### src/rtl/moxie_wb_arbiter.sv
// moxie_wb_arbiter: two-master Wishbone arbiter between the Moxie fetch port (f_*)
// and load/store port (d_*) and a single external Wishbone master bus (wb_*).
//
// Data has priority. A saturating starvation counter hands the bus to fetch once
// STARVE_LIMIT data grants have been issued while fetch was waiting. A grant is held
// until its owner drops cyc. The bus is re-arbitrated on that same edge, so a handover
// takes no idle cycle. Ack and err are routed only to the granted master.
//
// Ports:
//   clk_i, rst_ni            clock, asynchronous active-low reset
//   f_cyc_i/f_stb_i/f_adr_i  fetch request (read-only); f_dat_o/f_ack_o/f_err_o response
//   d_cyc_i/d_stb_i/d_we_i/d_sel_i/d_adr_i/d_dat_i  data request
//   d_dat_o/d_ack_o/d_err_o  data response
//   wb_*_o                   external bus request; wb_dat_i/wb_ack_i/wb_err_i response
//   grant_o                  one-hot grant: 01 fetch, 10 data, 00 none
//
// Build option: define MOXIE_ARB_WATCHDOG_EN to add a bus watchdog. It aborts a cycle
// that sees no ack/err for TIMEOUT strobe cycles by pulsing err to the owner.

module moxie_wb_arbiter #(
  parameter int unsigned STARVE_LIMIT = 4,
  parameter int unsigned TIMEOUT      = 255
) (
  input  logic        clk_i,
  input  logic        rst_ni,
  // Fetch port
  input  logic        f_cyc_i,
  input  logic        f_stb_i,
  input  logic [31:0] f_adr_i,
  output logic [31:0] f_dat_o,
  output logic        f_ack_o,
  output logic        f_err_o,
  // Data port
  input  logic        d_cyc_i,
  input  logic        d_stb_i,
  input  logic        d_we_i,
  input  logic [3:0]  d_sel_i,
  input  logic [31:0] d_adr_i,
  input  logic [31:0] d_dat_i,
  output logic [31:0] d_dat_o,
  output logic        d_ack_o,
  output logic        d_err_o,
  // External bus
  output logic        wb_cyc_o,
  output logic        wb_stb_o,
  output logic        wb_we_o,
  output logic [3:0]  wb_sel_o,
  output logic [31:0] wb_adr_o,
  output logic [31:0] wb_dat_o,
  input  logic [31:0] wb_dat_i,
  input  logic        wb_ack_i,
  input  logic        wb_err_i,
  output logic [1:0]  grant_o
);

  typedef enum logic [1:0] {
    StIdle = 2'd0,
    StGntF = 2'd1,
    StGntD = 2'd2
  } state_e;

  state_e     r_state;
  logic [1:0] r_grant;
  logic [3:0] r_starve_cnt;

  logic w_gnt_f;
  logic w_gnt_d;
  logic w_f_req;
  logic w_d_req;
  logic w_timeout;
  logic w_arb;
  logic w_starve_ok;
  logic w_pick_d;
  logic w_pick_f;

  assign w_gnt_f = r_grant[0];
  assign w_gnt_d = r_grant[1];

`ifdef MOXIE_ARB_WATCHDOG_EN
  logic [7:0] r_wdt;
  logic       r_blk_f;
  logic       r_blk_d;
  logic       w_stb_raw;
  logic       w_new_grant;

  // An aborted master stays out of arbitration until it drops cyc.
  assign w_f_req   = f_cyc_i & ~r_blk_f;
  assign w_d_req   = d_cyc_i & ~r_blk_d;
  assign w_stb_raw = (w_gnt_f & f_cyc_i & f_stb_i) | (w_gnt_d & d_cyc_i & d_stb_i);
  // r_wdt counts completed silent strobe cycles, so the abort lands in strobe
  // cycle number TIMEOUT.
  assign w_timeout = w_stb_raw & ~wb_ack_i & ~wb_err_i & (r_wdt == 8'(TIMEOUT - 1));
  assign w_new_grant = w_arb & (w_pick_d | w_pick_f);

  always_ff @(posedge clk_i or negedge rst_ni) begin
    if (!rst_ni) begin
      r_wdt   <= 8'd0;
      r_blk_f <= 1'b0;
      r_blk_d <= 1'b0;
    end else begin
      if (!f_cyc_i) r_blk_f <= 1'b0;
      if (!d_cyc_i) r_blk_d <= 1'b0;
      if (w_timeout) begin
        if (w_gnt_f) r_blk_f <= 1'b1;
        if (w_gnt_d) r_blk_d <= 1'b1;
        r_wdt <= 8'd0;
      end else if (w_new_grant || wb_ack_i || wb_err_i) begin
        r_wdt <= 8'd0;
      end else if (w_stb_raw) begin
        r_wdt <= r_wdt + 8'd1;
      end
    end
  end
`else
  logic w_unused_timeout;

  assign w_f_req          = f_cyc_i;
  assign w_d_req          = d_cyc_i;
  assign w_timeout        = 1'b0;
  assign w_unused_timeout = (TIMEOUT == 0);
`endif

  // Arbitrate from idle, or on the edge where the current owner has dropped cyc.
  assign w_arb = (r_state == StIdle) ||
                 ((r_state == StGntF) && !f_cyc_i) ||
                 ((r_state == StGntD) && !d_cyc_i);

  assign w_starve_ok = 32'(r_starve_cnt) < STARVE_LIMIT;
  assign w_pick_d    = w_d_req & (~w_f_req | w_starve_ok);
  assign w_pick_f    = ~w_pick_d & w_f_req;

  always_ff @(posedge clk_i or negedge rst_ni) begin
    if (!rst_ni) begin
      r_state      <= StIdle;
      r_grant      <= 2'b00;
      r_starve_cnt <= 4'd0;
    end else begin
      if ((r_state == StIdle) && !f_cyc_i) r_starve_cnt <= 4'd0;
      if (w_timeout) begin
        r_state <= StIdle;
        r_grant <= 2'b00;
      end else if (w_arb) begin
        if (w_pick_d) begin
          r_state <= StGntD;
          r_grant <= 2'b10;
          // Only data grants that make fetch wait count toward starvation.
          if (w_f_req && (r_starve_cnt != 4'hF)) r_starve_cnt <= r_starve_cnt + 4'd1;
        end else if (w_pick_f) begin
          r_state      <= StGntF;
          r_grant      <= 2'b01;
          r_starve_cnt <= 4'd0;
        end else begin
          r_state <= StIdle;
          r_grant <= 2'b00;
        end
      end
    end
  end

  // Bus mux driven from the registered grant; an abort kills cyc/stb in the same cycle.
  assign wb_cyc_o = ((w_gnt_f & f_cyc_i) | (w_gnt_d & d_cyc_i)) & ~w_timeout;
  assign wb_stb_o = ((w_gnt_f & f_stb_i) | (w_gnt_d & d_stb_i)) & ~w_timeout;
  assign wb_we_o  = w_gnt_d & d_we_i;
  assign wb_sel_o = w_gnt_d ? d_sel_i : (w_gnt_f ? 4'hF : 4'h0);
  assign wb_adr_o = w_gnt_d ? d_adr_i : (w_gnt_f ? f_adr_i : 32'd0);
  assign wb_dat_o = w_gnt_d ? d_dat_i : 32'd0;

  assign f_dat_o = wb_dat_i;
  assign d_dat_o = wb_dat_i;
  assign f_ack_o = w_gnt_f & wb_ack_i;
  assign d_ack_o = w_gnt_d & wb_ack_i;
  assign f_err_o = w_gnt_f & (wb_err_i | w_timeout);
  assign d_err_o = w_gnt_d & (wb_err_i | w_timeout);

  assign grant_o = r_grant;

endmodule

### config.mk
export PLATFORM = sky130hd
export DESIGN_NAME = moxie_wb_arbiter
export DESIGN_NICKNAME = d
export VERILOG_FILES = /design/src/rtl/moxie_wb_arbiter.sv
export SDC_FILE = /design/constraint.sdc
export NUM_CORES = 1
export LEC_CHECK = 0
export ABC_CLOCK_PERIOD_IN_PS = 1350
export BUFFER_PORTS_ARGS = -buffer_cell sky130_fd_sc_hd__buf_2
export CORE_AREA = 4 4 109 111
export CTS_CLUSTER_SIZE = 40
export DETAILED_ROUTE_END_ITERATION = 10
export DIE_AREA = 0 0 113 115
export PLACE_DENSITY = 0.6
export SYNTH_ARGS = -nofsm -noshare
export SYNTH_HDL_FRONTEND = slang
export SYNTH_SLANG_ARGS = --single-unit
### constraint.sdc
create_clock -name clk_i -period 1.35 [get_ports clk_i]
set_clock_uncertainty 0.1 [all_clocks]
set_input_delay 0.0675 -clock clk_i [delete_from_list [all_inputs] [get_ports clk_i]]
set_output_delay 0.0675 -clock clk_i [all_outputs]
set_load 0.02 [all_outputs]
* Word-level counts from Yosys, hierarchy flattened
Index checks and enable logic that the tools add are counted.
Word-level totals: register bits after elaboration 6, bits of input ports 141, output and inout port bits 141, word-level logic and storage cells 44
Operators by class: add/sub/neg operators 1, $lt $le $gt $ge 1, eq/ne operators 3, muxes and demuxes 12, bitwise gates (word level) 16, reduce and logical (&&, ||, !) cells 9
Operators by type and width (count):
- 2-to-1 mux 32 bit | 3
- 2-to-1 mux 4 bit | 7
- bitwise AND 1 bit | 11
- adder 4 x 1 -> 4 bit, second input constant | 1
- logical AND 1 bit | 4
- less-than comparator 4 x 3 -> 1 bit, second input constant | 1
- inequality test 4 bit, second input constant | 1
- OR 1 bit | 3
- equality test 2 x 1 -> 1 bit, second input constant | 1
- equality test 2 bit, second input constant | 1
- logical NOT 1 bit | 2
- logical NOT 2 bit | 1
- logical OR 1 bit | 2
- 2-to-1 mux 2 bit | 1
- inverter 1 bit | 2
- 2-to-1 mux 1 bit | 1

* Logic depth before layout (Yosys ltp)
Gate-level depths: netlist of the first run.
word-level depth 8, depth in mapped cells 5, depth with buffers taken out 4

* Worst setup path before layout of the first run
No wires, ideal clock.
path kind reg-to-reg, start point reg, netlist name grant_o[1], end point reg r_starve_cnt[1], setup time 0.127 ns, data arrival time 1.196 ns, data required time 1.123 ns, path slack -0.073 ns, cell stages (with the launch flop) 5, path through dfrtp_1 buf_6 or3_4 a32oi_1 nor3_1
RTL lines:
- to (signal assigned) | RTL line 147 | if (w_f_req && (r_starve_cnt != 4'hF)) r_starve_cnt <= r_starve_cnt + 4'd1;
- to (decl) | RTL line 64 | logic [3:0] r_starve_cnt;

* Worst setup path in the final report of the first run
start point reg r_grant[0] (netlist: grant_o[0]), end point out wb_adr_o[18]
On the way: longest elaborated chain between the ends 2
Ends and longest elaborated chain:
- from (decl) | RTL line 63 | logic [1:0] r_grant;
- from (signal assigned) | RTL line 135 | r_grant <= 2'b00;
- from (signal assigned) | RTL line 141 | r_grant <= 2'b00;
- from (signal assigned) | RTL line 145 | r_grant <= 2'b10;
- 2-to-1 mux 32 bit (2 in series) | RTL line 165 | assign wb_adr_o = w_gnt_d ? d_adr_i : (w_gnt_f ? f_adr_i : 32'd0);
- to (decl) | RTL line 48 | output logic [31:0] wb_adr_o,
Every way passes these cells.

==> metrics.cfg, run 1 <==
[power]
p_leak_nw = 1.48
powerDensity_nw_per_um2 = 1790
ir_drop_uv = 678
finalPower_mw = 5.12

[die]
core_area_um2 = 10800
rows = 38
die_w_um = 113
io_pins = 282
chipHeight_um = 115
die_area_um2 = 13000
start_util_pct = 13.9

[synthesis]
synth.area.top_cells = buf_4 32%, a22o_1 19%, and2_1 16%
async_flop_share_pct = 100
synth-seq-area-share_pct = 10.0
ys_types = 30
synth-seq-cells = 6
syn_area_per_cell_um2 = 7.85
synth_top_area_share_pct = 32.0
synth_edf_count = 0
synth_most_common_cell = buf_4
yosysWarnings = 0
synth-main-ff-cell = dfrtp_1
netlist_area_um2 = 1500
synth_common_cells = 64 x buf_4, 38 x and2_1, 33 x a22o_1
yosysTopAreaCell = buf_4
syn_nets = 333
syn-instance-count = 191

[global_route]
grt-ovfl-total = 0
antenna_found_initial = 0
grt_pass1_vias = 1927
grt_pass1_wl_um = 10300
grt_max_degree = 48
grt_usage_pct = 9.76

[routing]
drt-pass1-iter-count = 4
drt-initial-drc-count = 50
vias = 1818
avgRoutedWirePerCell_um = 16.1
avgViaCountPerCell = 3.99
totalWireLength_um = 7350
drc = 0
ant_nets = 0

[worst_hold_path]
hold_class = in -> out

[run_status]
violations = negative setup slack
status = finished with violations

[final_layout]
post-route-util_pct = 26.5
area_growth_pct = 90.7
nNetsFinal = 460
seq_area_um2 = 153
nFillCells = 1142
antenna_cells = 0
drive_gt1_share_pct = 76.9
multiInputGateArea_um2 = 1010

[sta]
period_minus_slack_ns = 1.58
holdWs_ns = 0.0350
fmax_ghz = 0.632
report.final.setup_viol = 76
relSlewSlack_pct = 83.4
rsz0062_at_grt = true
maxSlewViolCount = 0
worst_pin_slew_ns = 0.246
hold_viol = 0
setup_ws_ns = -0.233
period_share_pct = 117

[placement]
dp_hpwl_um = 5710
io_buffers = 185
gp_congestion = 0.768

[clock_network]
cts_made_buffers = 3
cts_buffer_depth = 2
cts_tree = yes
worstSkewPairLatency_ns = 0.23
clock_sinks = 6
htree_levels = 1
path_clk_slew_ns = 0.04
cts-root-buf = clkbuf_8

[worst_setup_path]
cp.arrival_ns = 1.42
crit_type = reg -> out
start_kind = flop
critPathRequiredTime_ns = 1.18
endpoint_kind = output port
crit_fanout = 10

[flow_run]
cap_violations = 0

[critical path, stage by stage (launching register included)]
cell and delay [ns]:
dfrtp_2 0.41, inv_2 0.08, nor2_4 0.04, buf_12 0.14, clkbuf_16 0.17, a22o_4 0.22, buf_6 0.13
[final cells by class]
class	instances	area share, %
Sequential cell	6	5.34
Inverter	3	0.394
Timing Repair Buffer	199	51.4
Tap cell	140	6.12
Clock buffer	3	1.44
Multi-Input combinational cell	105	35.3
[routing by layer]
| metal | vias to the layer above | GRT usage, % | share of wire [%] |
|---|---|---|---|
| li1 | 853 | - | - |
| met1 | 836 | 11.1 | 38 |
| met2 | 113 | 17.3 | 53 |
| met3 | 16 | 3.47 | 8.2 |
| met4 | 0 | 2.80 | 1.6 |
| met5 | - | 0 | 0 |
[report_power, final]
part	total (mW)	internal, mW	switching [mW]
logic	4.55	2.34	2.21
clock network	0.277	0.192	0.0844
registers	0.300	0.235	0.0653
total	5.12	2.76	2.36
[worst paths after layout]
path / from / to / slack [ns] / depth (start not counted)
setup reg to reg: grant_o[1] / r_starve_cnt[2] / -0.07 / 4
min in group asynchronous: rst_ni / r_starve_cnt[2] / 0.10 / 2
hold reg to reg: r_starve_cnt[0] / r_starve_cnt[0] / 0.39 / 1
hold / removal: wb_dat_i[13] / d_dat_o[13] / 0.04 / 0
max in group asynchronous: rst_ni / grant_o[0] / 0.88 / 2
setup / recovery: grant_o[0] / wb_adr_o[18] / -0.23 / 6
[flip-flops by register name, indices dropped and copies added, names as in the netlist]
signal,cells
grant_o,2
r_starve_cnt,4
[layout by cell type (no fill, tap or decap), drive strengths merged]
cell type	synthesis	layout
and2	38	38
dfrtp	6	6
or2b	1	1
nor3	3	3
nand4	1	1
ha	1	1
nor2b	2	2
and3	1	1
a22oi	1	1
o21bai	1	1
nand2	2	2
a21oi	1	1
o21ai	3	3
a32oi	2	2
dlygate4sd3	0	1
a211oi	1	1
a22o	33	33
nor4	1	1
nand2b	1	1
a21o	5	5
buf	72	195
o41ai	1	1
o22ai	1	1
inv	3	3
clkbuf	5	6
or3	1	1
nor3b	1	1
nor2	3	3
[stage by stage]
step                instances  cell area (µm²)  worst slack (ns)  setup TNS [ns]
floorplan                 191             1700           -0.0330          -0.329
global placement          445             2300            -0.128          -0.418
detailed placement        445             2300            -0.114          -0.299
CTS                       450             2700            -0.197           -7.45
global route              456             2860            -0.271          -14.04
finish                    456             2860            -0.233          -10.16
[cell families after synthesis]
logic type | count (synthesis) | share of synthesized area [%]
AOI/OAI and AO/OA | 49 | 27.5
adders and majority gates | 1 | 0.834
and+or+nand+nor | 55 | 22.9
buffers and inverters | 80 | 38.8
DFF | 6 | 10.0
[repair_timing]
action | CTS | global route
pin swaps | 3 | 2
hold buffers | 1 | 0
cloned | 0 | 3
resized for setup | 109 | 11
endpoints found under the setup margin | 73 | 78
setup buffers | 1 | 3
endpoints found under the hold margin | 6 | 0
Power figures use the tool's default switching activity.
==> run 2: changes to the inputs <==
==> config.mk (replaced) <==
export PLATFORM = sky130hd
export DESIGN_NAME = moxie_wb_arbiter
export DESIGN_NICKNAME = d
export VERILOG_FILES = /design/src/rtl/moxie_wb_arbiter.sv
export SDC_FILE = /design/constraint.sdc
export NUM_CORES = 1
export LEC_CHECK = 0
export ABC_CLOCK_PERIOD_IN_PS = 1500
export BUFFER_PORTS_ARGS = -buffer_cell sky130_fd_sc_hd__buf_2
export CORE_AREA = 4 4 108 110
export CTS_CLUSTER_SIZE = 40
export DETAILED_ROUTE_END_ITERATION = 10
export DIE_AREA = 0 0 112 114
export PLACE_DENSITY = 0.59
export SYNTH_ARGS = -nofsm -noshare
export SYNTH_HDL_FRONTEND = slang
export SYNTH_SLANG_ARGS = --single-unit
==> constraint.sdc (replaced) <==
create_clock -name clk_i -period 1.5 [get_ports clk_i]
set_clock_uncertainty 0.1 [all_clocks]
set_input_delay 0.075 -clock clk_i [delete_from_list [all_inputs] [get_ports clk_i]]
set_output_delay 0.075 -clock clk_i [all_outputs]
set_load 0.02 [all_outputs]
==> metrics.cfg, run 2 (synthesized netlist as in run 1, its figures left out) <==
[global_route]
grt_pass1_wl_um = 9380  ; -8.5%
grt-ovfl-total = 0  ; unchanged
grt_max_degree = 37  ; -23%
antenna_found_initial = 0  ; unchanged
grt_pass1_vias = 1735  ; -10%
grt_usage_pct = 9.05  ; -0.72 points

[sta]
holdWs_ns = 0.0500  ; +0.0150 ns
relSlewSlack_pct = 79.2  ; -4.2 points
maxSlewViolCount = 0  ; unchanged
period_minus_slack_ns = 1.51
report.final.setup_viol = 1  ; -99%
rsz0062_at_grt = true
worst_pin_slew_ns = 0.311  ; +0.0657 ns
fmax_ghz = 0.662
period_share_pct = 101
setup_ws_ns = -0.0108  ; +0.223 ns
hold_viol = 0  ; unchanged

[clock_network]
cts_tree = yes
cts_made_buffers = 3  ; unchanged
worstSkewPairLatency_ns = 0.23  ; about the same
path_clk_slew_ns = 0.04  ; about the same
clock_sinks = 6  ; unchanged
cts-root-buf = clkbuf_8
htree_levels = 1  ; unchanged
cts_buffer_depth = 2  ; unchanged

[flow_run]
cap_violations = 0  ; unchanged

[die]
die_w_um = 112  ; -0.88%
start_util_pct = 14.0  ; +0.12 points
io_pins = 282  ; unchanged
rows = 38  ; unchanged
core_area_um2 = 10700  ; -0.88%
chipHeight_um = 114  ; -0.87%
die_area_um2 = 12800  ; -1.7%

[routing]
vias = 1786  ; -1.8%
totalWireLength_um = 6660  ; -9.3%
drc = 0  ; unchanged
drt-initial-drc-count = 52  ; +4.0%
drt-pass1-iter-count = 4  ; unchanged
ant_nets = 0  ; unchanged
avgRoutedWirePerCell_um = 14.8  ; -8.3%
avgViaCountPerCell = 3.96  ; -0.67%

[final_layout]
largest_register = r_starve_cnt
layout_commonest_cell = buf_2
area_growth_pct = 62.1
drive_gt1_share_pct = 68.8  ; -8.1 points
nFillCells = 1211  ; +6.0%
antenna_cells = 0  ; unchanged
mostFrequentLayoutCells = 139 x buf_2, 33 x a22o_1, 28 x and2_1
largest_reg_flops = 4  ; unchanged
nNetsFinal = 454  ; -1.3%

[power]
ir_drop_uv = 499  ; -26%
finalPower_mw = 3.80  ; -26%
p_leak_nw = 1.30  ; -12%
powerDensity_nw_per_um2 = 1560  ; -13%

[placement]
gp_congestion = 0.748  ; -2.6%
dp_hpwl_um = 5520  ; -3.4%
io_buffers = 185  ; unchanged

[worst_setup_path]
crit_type = reg -> out
crit_chain = nor2_4 > buf_12 > a22o_1 > buf_6
crit_fanout = 36  ; +26
cpPeakStageDelay_ns = 0.45  ; +0.04 ns
endpoint_kind = output port
crit_slowest_cell = dfrtp_2
start_kind = flop
critPathRequiredTime_ns = 1.32  ; +0.14 ns
cp.arrival_ns = 1.34  ; -0.08 ns

[worst_hold_path]
hold_class = in -> out

[run_status]
status = finished with violations
violations = negative setup slack

[run 2: cell types whose count changed in the layout (fill, tap and decap cells not counted), moves of 3 or more]
| cell | before | now |
|---|---|---|
| and2_4 | 1 | 10 |
| clkbuf_16 | 3 | 0 |
| buf_4 | 33 | 25 |
| and2_2 | 8 | 0 |
| buf_12 | 5 | 2 |
| buf_2 | 117 | 139 |
| buf_6 | 40 | 26 |
| a22o_4 | 23 | 0 |
| a22o_1 | 10 | 33 |
[run 2: final cells by class]
cell class	count	area [µm²]	share of cell area, %
timing repair buffer	193	1230	50.4
inverter	3	11.3	0.463
tap	140	175	7.20
clock buffer	4	45.0	1.85
multi-input combinational	105	822	33.8
sequential	6	153	6.28
[run 2: per-stage QoR]
step | setup slack (ns) | cells | util, % | TNS, ns | instance area (µm²)
2_1_floorplan | 0.0770 | 191 | - | 0 | 1500
3_3_place_gp | 0.0766 | 443 | 19.5 | 0 | 2090
3_5_place_dp | 0.0148 | 443 | 19.5 | 0 | 2090
4_1_cts | -0.00134 | 451 | 20.6 | -0.00224 | 2200
5_1_grt | -0.0795 | 451 | 22.7 | -2.23 | 2430
6_report | -0.0108 | 451 | 22.7 | -0.0108 | 2430
[run 2: layer usage]
layer / global-route usage, % / part of all wire [%]
met3: 3.24 / 11
met1: 10.8 / 35
met4: 2.56 / 1.8
met5: 0 / 0
met2: 15.4 / 52
[run 2: critical path, delay by kind of cell, from the launching register on]
family | cells | cell delay (ns)
AOI/OAI and AO/OA | 1 | 0.19
DFF | 1 | 0.45
and+or+nand+nor | 1 | 0.14
buffers and inverters | 2 | 0.33
[run 2: path summary, 6_finish.rpt]
check	from	end	slack [ns]	cells past startpoint
worst max-delay path	grant_o[1]	wb_adr_o[24]	-0.01	4
worst min-delay path	wb_dat_i[19]	d_dat_o[19]	0.05	0
worst max register to register	grant_o[1]	r_starve_cnt[0]	0.03	4
worst min register to register	r_starve_cnt[0]	r_starve_cnt[0]	0.41	1
max in group asynchronous	rst_ni	grant_o[1]	1.03	2
min in group asynchronous	rst_ni	r_starve_cnt[2]	0.11	2
[run 2: timing repair]
| action | in CTS | in global routing |
|---|---|---|
| gates resized for setup | 14 | 73 |
| pin swaps | 0 | 2 |
| setup buffers | 3 | 0 |
| endpoints found under the setup margin | 36 | 68 |
| cloned | 0 | 0 |
| hold endpoints to repair | 6 | 0 |
| hold buffers | 1 | 0 |
[run 2: where the power goes]
part / switching, mW / leakage [nW] / internal [mW]
sequential: 0.0487 / 0.0755 / 0.211
clock: 0.0813 / 0.0228 / 0.184
combinational: 1.77 / 1.20 / 1.51
total: 1.90 / 1.30 / 1.91
==> run 3: changes to the inputs <==
==> config.mk (replaced) <==
export PLATFORM = sky130hd
export DESIGN_NAME = moxie_wb_arbiter
export DESIGN_NICKNAME = d
export VERILOG_FILES = /design/src/rtl/moxie_wb_arbiter.sv
export SDC_FILE = /design/constraint.sdc
export NUM_CORES = 1
export LEC_CHECK = 0
export ABC_CLOCK_PERIOD_IN_PS = 1300
export BUFFER_PORTS_ARGS = -buffer_cell sky130_fd_sc_hd__buf_2
export CORE_AREA = 4 4 109 111
export CTS_CLUSTER_SIZE = 40
export DETAILED_ROUTE_END_ITERATION = 10
export DIE_AREA = 0 0 113 115
export PLACE_DENSITY = 0.6
export SYNTH_ARGS = -nofsm -noshare
export SYNTH_HDL_FRONTEND = slang
export SYNTH_SLANG_ARGS = --single-unit
==> constraint.sdc (replaced) <==
create_clock -name clk_i -period 1.3 [get_ports clk_i]
set_clock_uncertainty 0.1 [all_clocks]
set_input_delay 0.065 -clock clk_i [delete_from_list [all_inputs] [get_ports clk_i]]
set_output_delay 0.065 -clock clk_i [all_outputs]
set_load 0.02 [all_outputs]
==> metrics.cfg, run 3 (synthesized netlist as in run 1, its figures left out) <==
[flow_run]
cap_violations = 0  ; unchanged

[die]
rows = 38  ; unchanged
io_pins = 282  ; unchanged
chipHeight_um = 115  ; +0.88%
die_w_um = 113  ; +0.89%
start_util_pct = 13.9  ; -0.12 points
core_area_um2 = 10800  ; +0.89%
die_area_um2 = 13000  ; +1.8%

[worst_setup_path]
start_kind = flop
reg2reg_slack_ns = -0.24  ; -0.27 ns
crit_type = reg -> out
endpoint_kind = output port
cpPeakStageDelay_ns = 0.44  ; about the same
cp_common_cell = buf_6
cp.arrival_ns = 1.41  ; +0.07 ns
crit_slowest_cell = dfrtp_2
critical-path-top-delay-family = flip-flops
cp_num_buf_inv = 3  ; +1
critPathRequiredTime_ns = 1.13  ; -0.19 ns
crit_fanout = 4  ; -89%
crit_chain = buf_6 > buf_6 > and2_4 > a21o_1 > buf_6

[run_status]
violations = negative setup slack
status = finished with violations

[final_layout]
layout_commonest_cell = buf_2
final_cell_area_um2 = 3110  ; +28%
mostFrequentLayoutCells = 132 x buf_2, 58 x buf_6, 22 x a22o_4
nNetsFinal = 471  ; +3.7%
largest_reg_flops = 4  ; unchanged
seq_area_um2 = 153  ; unchanged
multiInputGateArea_um2 = 1090  ; +33%
area_growth_pct = 107
nFillCells = 1119  ; -7.6%
antenna_cells = 0  ; unchanged
drive_gt1_share_pct = 82.0  ; +13 points
largest_register = r_starve_cnt

[clock_network]
cts_buffer_depth = 2  ; unchanged
clock_sinks = 6  ; unchanged
worstSkewPairLatency_ns = 0.23  ; about the same
htree_levels = 1  ; unchanged
cts_made_buffers = 3  ; unchanged
cts_tree = yes
cts-root-buf = clkbuf_8
path_clk_slew_ns = 0.04  ; about the same

[routing]
totalWireLength_um = 8930  ; +34%
drt-initial-drc-count = 73  ; +40%
vias = 1918  ; +7.4%
avgViaCountPerCell = 4.11  ; +3.7%
drc = 0  ; unchanged
drt-pass1-iter-count = 4  ; unchanged
avgRoutedWirePerCell_um = 19.1  ; +29%
ant_nets = 0  ; unchanged

[placement]
gp_congestion = 0.780  ; +4.2%
postPlaceCellArea_um2 = 2350  ; +12%
io_buffers = 185  ; unchanged
dp_hpwl_um = 6560  ; +19%

[power]
p_leak_nw = 1.59  ; +22%
ir_drop_uv = 857  ; +72%
powerDensity_nw_per_um2 = 1920  ; +23%

[sta]
report.final.setup_viol = 81  ; +80
period_minus_slack_ns = 1.57
fmax_ghz = 0.636
hold_viol = 0  ; unchanged
relSlewSlack_pct = 77.0  ; -2.2 points
period_share_pct = 121
holdWs_ns = 0.0300  ; -0.0200 ns
rsz0062_at_grt = true
setup_ws_ns = -0.273  ; -0.262 ns
maxSlewViolCount = 0  ; unchanged
worst_pin_slew_ns = 0.345  ; +0.0333 ns

[global_route]
antenna_found_initial = 5  ; +5
grt_pass1_wl_um = 11800  ; +26%
grt-ovfl-total = 0  ; unchanged
grt_pass1_vias = 1990  ; +15%
grt_usage_pct = 11.7  ; +2.7 points
grt_max_degree = 43  ; +16%

[worst_hold_path]
hold_class = in -> out

## run 3: cell types whose count changed in the layout (fill, tap and decap cells not counted), sizes merged
cell	delta
buf	+14
clkbuf	+2
## run 3: stage by stage
step	power, mW	instances	worst slack [ns]	setup TNS (ns)	utilization (%)
after floorplan	3.15	191	-0.0830	-0.566	-
after global placement	3.88	449	-0.0703	-1.67	21.7
after detailed placement	3.94	449	-0.108	-4.68	21.7
after CTS	5.46	464	-0.269	-15.30	26.6
after global routing	6.31	467	-0.322	-19.16	28.8
final	5.97	467	-0.273	-15.60	28.8
## run 3: cell type report
cell class,instances,share of cell area (%)
Inverter,3,0.362
Tap cell,140,5.64
Timing Repair Buffer,210,52.5
Clock buffer,3,1.33
Multi-Input combinational cell,105,35.2
Sequential cell,6,4.91
## run 3: worst register-to-register path: stages, from the launching register on
cell	delay, ns
dfrtp_2	0.44
buf_6	0.16
buf_6	0.11
or3_4	0.35
a32oi_1	0.19
a211oi_1	0.07
## run 3: repair_timing
item | 4_1_cts | 5_1_grt
resized for setup | 108 | 41
hold endpoints to repair | 6 | 0
endpoints found under the setup margin | 79 | 81
pin swaps | 9 | 1
gates cloned | 3 | 3
buffers inserted | 9 | 0
hold buffers | 1 | 0
## run 3: final timing paths
path / startpoint / cells past startpoint / end
setup / recovery: grant_o[1] / 5 / wb_cyc_o
min in group asynchronous: rst_ni / 2 / grant_o[0]
setup reg to reg: grant_o[1] / 5 / r_starve_cnt[0]
max in group asynchronous: rst_ni / 2 / grant_o[1]
hold / removal: wb_dat_i[15] / 0 / f_dat_o[15]
hold reg to reg: r_starve_cnt[0] / 2 / r_starve_cnt[0]
## run 3: power breakdown
group	internal (mW)	leakage, nW	switching (mW)	total (mW)
combinational	2.87	1.49	2.51	5.38
clock	0.200	0.0216	0.0888	0.288
sequential	0.244	0.0755	0.0571	0.301
total	3.32	1.59	2.66	5.97
## run 3: metal layers
layer / global-route usage (%) / wire (µm) / vias up
met1: 14.2 / 3500 / 898
met3: 4.11 / 690 / 23
met4: 2.72 / 167 / 2
met2: 20.1 / 4560 / 119
met5: 0 / 13 / -
li1: - / - / 876
